[config.mk]
export PLATFORM = sky130hd
export DESIGN_NAME = mux_scan_sequencer
export DESIGN_NICKNAME = d
export VERILOG_FILES = /design/src/rtl/mux_scan_pkg.sv /design/src/rtl/mux_scan_next_ch.sv /design/src/rtl/mux_scan_sequencer.sv
export SDC_FILE = /design/constraint.sdc
export NUM_CORES = 1
export LEC_CHECK = 0
export ABC_CLOCK_PERIOD_IN_PS = 5100
export CORE_AREA = 2 2 75 84
export CTS_CLUSTER_SIZE = 10
export DETAILED_ROUTE_END_ITERATION = 16
export DIE_AREA = 0 0 77 86
export PLACE_DENSITY = 0.6
export SYNTH_ARGS = -nofsm -noshare
export SYNTH_HDL_FRONTEND = slang
export SYNTH_SLANG_ARGS = --single-unit
[constraint.sdc]
create_clock -name clk -period 5.1 [get_ports clk]
set_input_delay 1.02 -clock clk [delete_from_list [all_inputs] [get_ports clk]]
set_output_delay 1.02 -clock clk [all_outputs]
set_load 0.02 [all_outputs]
[src/rtl/mux_scan_pkg.sv]
// Shared types and defaults for the mux scan controller.
package mux_scan_pkg;

    typedef enum logic [1:0] {
        S_IDLE   = 2'd0,
        S_SETTLE = 2'd1,
        S_HOLD   = 2'd2
    } state_t;

    localparam int DEF_NUM_CH = 8;
    localparam int DEF_SETTLE = 1;
    localparam int CNT_W      = 4;

endpackage

[src/rtl/mux_scan_next_ch.sv]
// Finds the lowest set mask bit strictly above cur, or the lowest set bit
// overall when from_start is high.
module mux_scan_next_ch #(
    parameter int NUM_CH = 8,
    parameter int SEL_W  = $clog2(NUM_CH)
) (
    input  logic [NUM_CH-1:0] mask,
    input  logic [SEL_W-1:0]  cur,
    input  logic              from_start,
    output logic [SEL_W-1:0]  next,
    output logic              found
);

    always_comb begin
        next  = '0;
        found = 1'b0;
        // Descending walk so the lowest qualifying index is the last writer.
        for (int i = NUM_CH - 1; i >= 0; i--) begin
            if (mask[i] && (from_start || (i > int'(cur)))) begin
                next  = SEL_W'(i);
                found = 1'b1;
            end
        end
    end

endmodule

[src/rtl/mux_scan_sequencer.sv]
// Steps the 8:1 mux select over the enabled channels, samples each after a
// settle delay, and hands the assembled word out over valid/ready.
//
// state    | meaning
// ---------+--------------------------------------------------------------
// S_IDLE   | waiting for start; sel holds its last value
// S_SETTLE | counting down after a sel change; sample when count hits 0
// S_HOLD   | word/word_valid stable until the consumer accepts
module mux_scan_sequencer
    import mux_scan_pkg::*;
#(
    parameter int NUM_CH = DEF_NUM_CH,
    parameter int SEL_W  = $clog2(NUM_CH),
    parameter int SETTLE = DEF_SETTLE
) (
    input  logic              clk,
    input  logic              rst,
    input  logic              start,
    input  logic [NUM_CH-1:0] ch_mask,
    output logic [SEL_W-1:0]  sel,
    input  logic              mux_in,
    output logic [NUM_CH-1:0] word,
    output logic              word_valid,
    input  logic              word_ready,
    output logic              busy
);

    state_t             state_q, state_d;
    logic [CNT_W-1:0]   cnt_q, cnt_d;
    logic [NUM_CH-1:0]  mask_q, mask_d;
    logic [NUM_CH-1:0]  shadow_q, shadow_d, shadow_smp;
    logic [NUM_CH-1:0]  word_q, word_d;
    logic               valid_q, valid_d;
    logic [SEL_W-1:0]   sel_q, sel_d;

    logic [NUM_CH-1:0]  search_mask;
    logic               from_start;
    logic [SEL_W-1:0]   nxt_ch;
    logic               nxt_found;

    // In IDLE the search runs on the live mask so the first channel is known
    // on the accepting edge.
    assign from_start  = (state_q == S_IDLE);
    assign search_mask = from_start ? ch_mask : mask_q;

    mux_scan_next_ch #(
        .NUM_CH (NUM_CH),
        .SEL_W  (SEL_W)
    ) u_next_ch (
        .mask       (search_mask),
        .cur        (sel_q),
        .from_start (from_start),
        .next       (nxt_ch),
        .found      (nxt_found)
    );

    always_ff @(posedge clk) begin
        if (rst) begin
            state_q  <= S_IDLE;
            cnt_q    <= '0;
            mask_q   <= '0;
            shadow_q <= '0;
            word_q   <= '0;
            valid_q  <= 1'b0;
            sel_q    <= '0;
        end else begin
            state_q  <= state_d;
            cnt_q    <= cnt_d;
            mask_q   <= mask_d;
            shadow_q <= shadow_d;
            word_q   <= word_d;
            valid_q  <= valid_d;
            sel_q    <= sel_d;
        end
    end

    always_comb begin
        state_d    = state_q;
        cnt_d      = cnt_q;
        mask_d     = mask_q;
        shadow_d   = shadow_q;
        word_d     = word_q;
        valid_d    = valid_q;
        sel_d      = sel_q;
        shadow_smp = shadow_q;
        shadow_smp[sel_q] = mux_in;

        unique case (state_q)
            S_IDLE: begin
                if (start) begin
                    if (|ch_mask) begin
                        mask_d   = ch_mask;
                        shadow_d = '0;
                        sel_d    = nxt_ch;
                        cnt_d    = CNT_W'(SETTLE);
                        state_d  = S_SETTLE;
                    end else begin
                        word_d  = '0;
                        valid_d = 1'b1;
                        state_d = S_HOLD;
                    end
                end
            end
            S_SETTLE: begin
                if (cnt_q != '0) begin
                    cnt_d = cnt_q - 1'b1;
                end else begin
                    shadow_d = shadow_smp;
                    if (nxt_found) begin
                        sel_d = nxt_ch;
                        cnt_d = CNT_W'(SETTLE);
                    end else begin
                        word_d  = shadow_smp;
                        valid_d = 1'b1;
                        state_d = S_HOLD;
                    end
                end
            end
            S_HOLD: begin
                if (valid_q && word_ready) begin
                    valid_d = 1'b0;
                    state_d = S_IDLE;
                end
            end
            default: state_d = S_IDLE;
        endcase
    end

    assign sel        = sel_q;
    assign word       = word_q;
    assign word_valid = valid_q;
    assign busy       = (state_q != S_IDLE);

endmodule

==> impl_results.md, run 1 <==
- Total Power: 0.000612 W
- All-Layer GR Usage: 0.136
- Fillers: 638
- TritonCTS buffer count: 5
- Largest family of logic cells by synthesized area: compound AO/OA/AOI/OAI gates
- Post-CTS sizing: 0
- Vias in the first global route: 1,476
- Post-Synth Adder-Cell Area: 0.0137
- CTS Buffer Depth: 2
- Setup crit start kind: input port
- Worst VDD drop: 0.125 mV
- Clk Tree Root Cell: clkbuf_8
- PD cells: 280 mW/mm2
- Required @ worst endpoint: 5.22 ns
- Slew Viols, Final: 0
- Antenna violations before repair: 0
- Area growth syn-to-layout: 19.3%
- Number of synthesized flops with an enable pin: 0
- Static Leak: 0.792 nW
- Core footprint: 0.00573 mm2
- Hold Slack: 0.453 ns
- Async SR Flop Fraction: 0
- Place WS: 1.65 ns
- Vias per cell: 5.10
- Nets@finish: 247
- Mux contribution to synthesized area: 0.0943
- Die area: 0.00662 mm2
- Multi-input gate area: 0.00107 mm2
- DRC: 0
- Global-route wire length before repair: 7.24 mm
- Largest net degree at the start of global routing: 27
- Area leader, netlist: dfxtp_1
- Routed vias: 1,581
- RSZ-0062 raised after global routing: no
- Final hold violations: 0
- CP Max Fanout: 22
- Synth Area in Compound Gates: 0.242
- Clock latency on the worst-skew pair: 0.28 ns
- Clk slew on worst S/H paths: 0.07 ns
- Kind of critical path: in -> reg
- Antenna cells: 0
- Worst slew margin: 0.338
- Synth top area cells: dfxtp_1 (36%), mux2i_1 (8.2%), nor2_1 (5.1%), o21ai_1 (4.6%), a21oi_2 (4.3%)
- Die height: 86 um
- IO Count: 26
- HP Class: reg -> reg
- Die W: 77 um
- FMAX: 318 MHz
- Total routed wirelength: 4.23 mm
- Outcome: finished, final reports clean
- Initial DRC count: 68
- CTS H-tree depth: 2
- Syn Inst Count: 212
- Avg Inst Size Synth: 8.64 um2
- Synth Warn #: 0
- Hold_buf cts: 0
- Seq/Total Area, Yosys: 0.361
- Post-route ant nets: 0
- Congestion Overflow GR: 0
- Placed cell area: 0.00210 mm2
- Seq cells post-synth: 33
- Design Area, Final: 0.00218 mm2
- Detail Placement HPWL: 2.97 mm
- Clk_skew: 0.00748 ns
- Worst Setup End Kind: flip-flop
- Count of cell types in the netlist: 48
- Cell row count: 29
- Max cap viols: 0
- TritonCTS clock tree: built
- IO buf count: 25
- Crit path DAT: 3.27 ns
- Period Utilization, post-route: 0.617
- Register area: 661 um2
- Routed len/inst: 13.6 um
- Setup repair bufs after CTS: 0
- Setup ws final: 1.95 ns
- Synth Area in XOR/XNOR: 0
- Syn nets: 227
- Share of cells above drive strength 1: 0.116
- Final setup fails: 0
- Worst-Margin Slew: 0.990 ns
- Setup TNS: 0 ns
- Dominant synthesized flop cell: dfxtp_1
- Post-synth top area share: 0.361
- Clock Sinks: 33
- Pre-Repair DR Iteration Count: 4
- Effective utilization at floorplan: 0.320
- Final Critical Period: 3.15 ns
- Simple-Gate Fraction of Synth Area: 0.232
- Netlist Area Pre-Place: 0.00183 mm2
- GPL Wtd Cong: 0.802
## routing by layer
| metal | vias up | wire (um) | global-route usage |
|---|---|---|---|
| met1 | 743 | 2040 | 0.179 |
| met4 | 0 | 48 | 0.0438 |
| met3 | 5 | 177 | 0.0316 |
| met2 | 26 | 1960 | 0.223 |
| li1 | 807 | - | - |
| met5 | - | 0 | 0 |
## state kept, by name (all words and copies together) (netlist names)
signal,flops
state_q,2
word,8
word_valid,1
mask_q,7
cnt_q,4
sel,3
shadow_q,8
## power by group
part | total, W | switching, W | leakage (nW) | internal (W)
clock network | 0.000188 | 0.0000934 | 0.0450 | 0.0000945
logic | 0.000137 | 0.0000805 | 0.479 | 0.0000562
registers | 0.000287 | 0.0000180 | 0.268 | 0.000269
total | 0.000612 | 0.000192 | 0.792 | 0.000420
## kinds of logic after synthesis
logic type,after synthesis
adder cells (fa/ha/maj),2
multiplexers,16
AND/OR/NAND/NOR,80
AO/OA/AOI/OAI,62
buffers and inverters,19
flip-flops,33
## per-stage QoR
step           instances  utilization
5_1_grt              310        0.381
2_1_floorplan        212            -
3_3_place_gp         302        0.367
6_report             310        0.381
3_5_place_dp         302        0.367
4_1_cts              310        0.381
## final cells by class
class / count / area share
clock buffers: 6 / 0.0332
clock inverters: 2 / 0.00458
inverters: 7 / 0.0132
multi-input cells: 160 / 0.488
flip-flops and latches: 33 / 0.302
well taps: 77 / 0.0441
repair buffers: 25 / 0.115
## critical path, stage by stage
cell,delay (ns)
clkdlybuf4s50_1,0.47
or4_4,0.59
o311ai_4,0.51
o21a_4,0.41
nor3_1,0.10
a21oi_2,0.12
nor2_1,0.05
## cell usage in the layout, fill, tap and decap left out, types with 2 or more instances in the layout
cell type        instances
a211oi_1                 2
a21oi_1                  8
a21oi_2                  9
a31oi_1                  2
clkbuf_8                 5
clkdlybuf4s50_1         25
clkinv_2                 2
dfxtp_1                 33
ha_1                     2
inv_1                    6
mux2i_1                 15
nand2_1                 14
nand2b_1                 4
nand3_1                  5
nand3b_1                 2
nand4_1                  2
nor2_1                  25
nor3_1                  13
nor3b_1                  5
o211ai_1                 3
o21ai_0                  5
o21ai_1                 17
o31ai_1                  3
or3_1                    2
or4_4                    2
## synthesized netlist by cell type, types with 5 or more instances
master	count
mux2i_1	15
dfxtp_1	33
nand3_1	5
a21oi_2	9
o21ai_0	5
a21oi_1	8
nor3b_1	5
inv_1	6
nor2_1	25
nand2_1	14
o21ai_1	17
nor3_1	13
## worst paths after layout
| path | startpoint | end | slack [ns] | cells past startpoint |
|---|---|---|---|---|
| max reg2reg | state_q[0] | word[2] | 2.70 | 7 |
| max | ch_mask[6] | shadow_q[1] | 1.95 | 7 |
| min | mask_q[2] | mask_q[2] | 0.45 | 2 |
| min reg2reg | mask_q[2] | mask_q[2] | 0.45 | 2 |
Power figures use the tool's default switching activity.
==> inputs of run 2 (changes only) <==
ABC_CLOCK_PERIOD_IN_PS = 2600   (was 5100)
PLACE_DENSITY = 0.62   (was 0.6)
clock period = 2.6 ns   (was 5.1 ns; I/O delays follow)
==> impl_results.md, run 2 (synthesis gave the netlist of run 1 again) <==
- Effective utilization at floorplan: 0.320 (unchanged)
- Antenna cells: 0 (unchanged)
- Cell row count: 29 (unchanged)
- Setup crit start kind: input port
- Detail Placement HPWL: 3.29 mm (+11%)
- Setup repair bufs after CTS: 0 (unchanged)
- Routed len/inst: 13.6 um (about the same)
- TritonCTS buffer count: 5 (unchanged)
- Reg2Reg Launch Point: sel[1]
- Worst-Margin Slew: 0.575 ns (-0.416 ns)
- IO Count: 26 (unchanged)
- Worst Setup End Kind: flip-flop
- Largest stage delay, worst path: 0.55 ns (-0.04 ns)
- Antenna violations before repair: 0 (unchanged)
- Crit path DAT: 2.55 ns (-0.72 ns)
- Place WS: -0.0597 ns (-1.71 ns)
- Pre-Repair DR Iteration Count: 4 (unchanged)
- Slowest stage cell, crit path: or4_4
- Post-route ant nets: 0 (unchanged)
- Final setup fails: 0 (unchanged)
- CP Cell Sequence: clkdlybuf4s50_1 > or4_4 > or4_1 > a21oi_1 > nor2_1 > o21ai_1 > o21ai_1
- CP Max Fanout: 8 (-64%)
- Clock latency on the worst-skew pair: 0.29 ns (about the same)
- Total routed wirelength: 4.51 mm (+6.7%)
- Hold_buf cts: 0 (unchanged)
- DRC: 0 (unchanged)
- Die W: 77 um (unchanged)
- Final hold violations: 0 (unchanged)
- Vias in the first global route: 1,679 (+14%)
- Most used cell, CP: o21ai_1
- Kind of critical path: in -> reg
- GPL Wtd Cong: 0.852 (+6.3%)
- TritonCTS clock tree: built
- CTS Buffer Depth: 2 (unchanged)
- Final Critical Period: 2.37 ns
- Static Leak: 0.916 nW (+16%)
- PD cells: 607 mW/mm2 (+120%)
- Worst VDD drop: 0.261 mV (+110%)
- Routed vias: 1,697 (+7.3%)
- Share of cells above drive strength 1: 0.197 (+0.0810)
- Design Area, Final: 0.00239 mm2 (+9.6%)
- R2r setup slk: 0.30 ns (-2.40 ns)
- Slew Viols, Final: 0 (unchanged)
- Clk Tree Root Cell: clkbuf_8
- Global-route wire length before repair: 7.88 mm (+8.9%)
- Congestion Overflow GR: 0 (unchanged)
- Clk slew on worst S/H paths: 0.07 ns (about the same)
- Hold_sp: mask_q[2]
- Clk_skew: 0.00414 ns (-0.00334 ns)
- Max cap viols: 0 (unchanged)
- Nets@finish: 268 (+8.5%)
- Most common library cell in the layout ignoring fill and taps: dfxtp_1
- CP bufs+invs: 1 (unchanged)
- Outcome: finished, final reports clean
- Clock Sinks: 33 (unchanged)
- CTS H-tree depth: 2 (unchanged)
- Core footprint: 0.00573 mm2 (unchanged)
- R2R cell count: 6 (-1)
- HP Class: reg -> reg
- Largest net degree at the start of global routing: 20 (-26%)
- Die area: 0.00662 mm2 (unchanged)
- Worst slew margin: 0.612 (+0.274)
- Family with the most delay on the worst path: simple AND/OR/NAND/NOR gates
- Area growth syn-to-layout: 30.7%
- Final core utilization: 0.418 (+0.0367)
- Required @ worst endpoint: 2.78 ns (-2.44 ns)
- Hold Path Depth: 2 (unchanged)
- Hold Slack: 0.452 ns (-0.000779 ns)
- Vias per cell: 5.13 (+0.53%)
- Min-Delay Endpoint: mask_q[2]
- Placed cell area: 0.00226 mm2 (+7.5%)
- Period Utilization, post-route: 0.911
- Most frequent cells in the layout: dfxtp_1 (32), nor2_1 (25), clkdlybuf4s50_1 (25)
- All-Layer GR Usage: 0.145 (+0.00908)
- IO buf count: 25 (unchanged)
- Initial DRC count: 158 (+130%)
- FMAX: 422 MHz
- FF-to-FF End: word[4]
- RSZ-0062 raised after global routing: no
- Setup ws final: 0.231 ns (-1.72 ns)
- Total Power: 0.00145 W (+140%)
- Fillers: 625 (-2.0%)
- Die height: 86 um (unchanged)
run 2: metrics by stage:
| stage | std cells | setup TNS, ns |
|---|---|---|
| detailed placement | 323 | -0.562 |
| floorplan | 212 | 0 |
| finish | 331 | 0 |
| CTS | 331 | 0 |
| global route | 331 | 0 |
| global placement | 323 | -0.814 |
run 2: how the worst max path moves through the flow:
stage,endpoint,startpoint,cells after the start,slack [ns]
floorplan,shadow_q[1],ch_mask[6],7,0.44
global placement,word[0],ch_mask[6],7,-0.09
global route,sel[0],sel[1],7,0.07
finish,word[0],ch_mask[6],7,0.23
detailed placement,word[0],ch_mask[6],7,-0.06
CTS,word[5],sel[2],6,0.21
run 2: worst reg2reg max path, cell delays in order, from the launching register on:
cell,delay [ns]
dfxtp_1,0.62
nand3_1,0.25
a31oi_2,0.31
o211ai_2,0.17
or4_4,0.54
nand2b_4,0.20
o21ai_1,0.15
run 2: power by group:
group          internal [W]  switching (W)
clock              0.000381       0.000203
combinational      0.000142       0.000171
sequential         0.000528      0.0000285
run 2: timing repair:
action                                  CTS  global route
endpoints found under the setup margin    0             2
endpoints found under the hold margin     0             0
resized for setup                         0             1
run 2: cell type report:
class                      instances  area [um2]  share of cell area
multi-input combinational        160        1070               0.445
sequential                        33         662               0.276
timing repair buffer              46         408               0.170
tap                               77        96.3              0.0402
clock buffer                       5        68.8              0.0287
clock inverter                     3        65.1              0.0272
inverter                           7        28.8              0.0120
run 2: metal layers:
metal  wire (um)  vias to the layer above  global-route usage
li1            -                      848                   -
met1        2060                      788               0.177
met2        2160                       51               0.254
met3         216                       10              0.0326
met4          77                        0              0.0487
met5           0                        -                   0
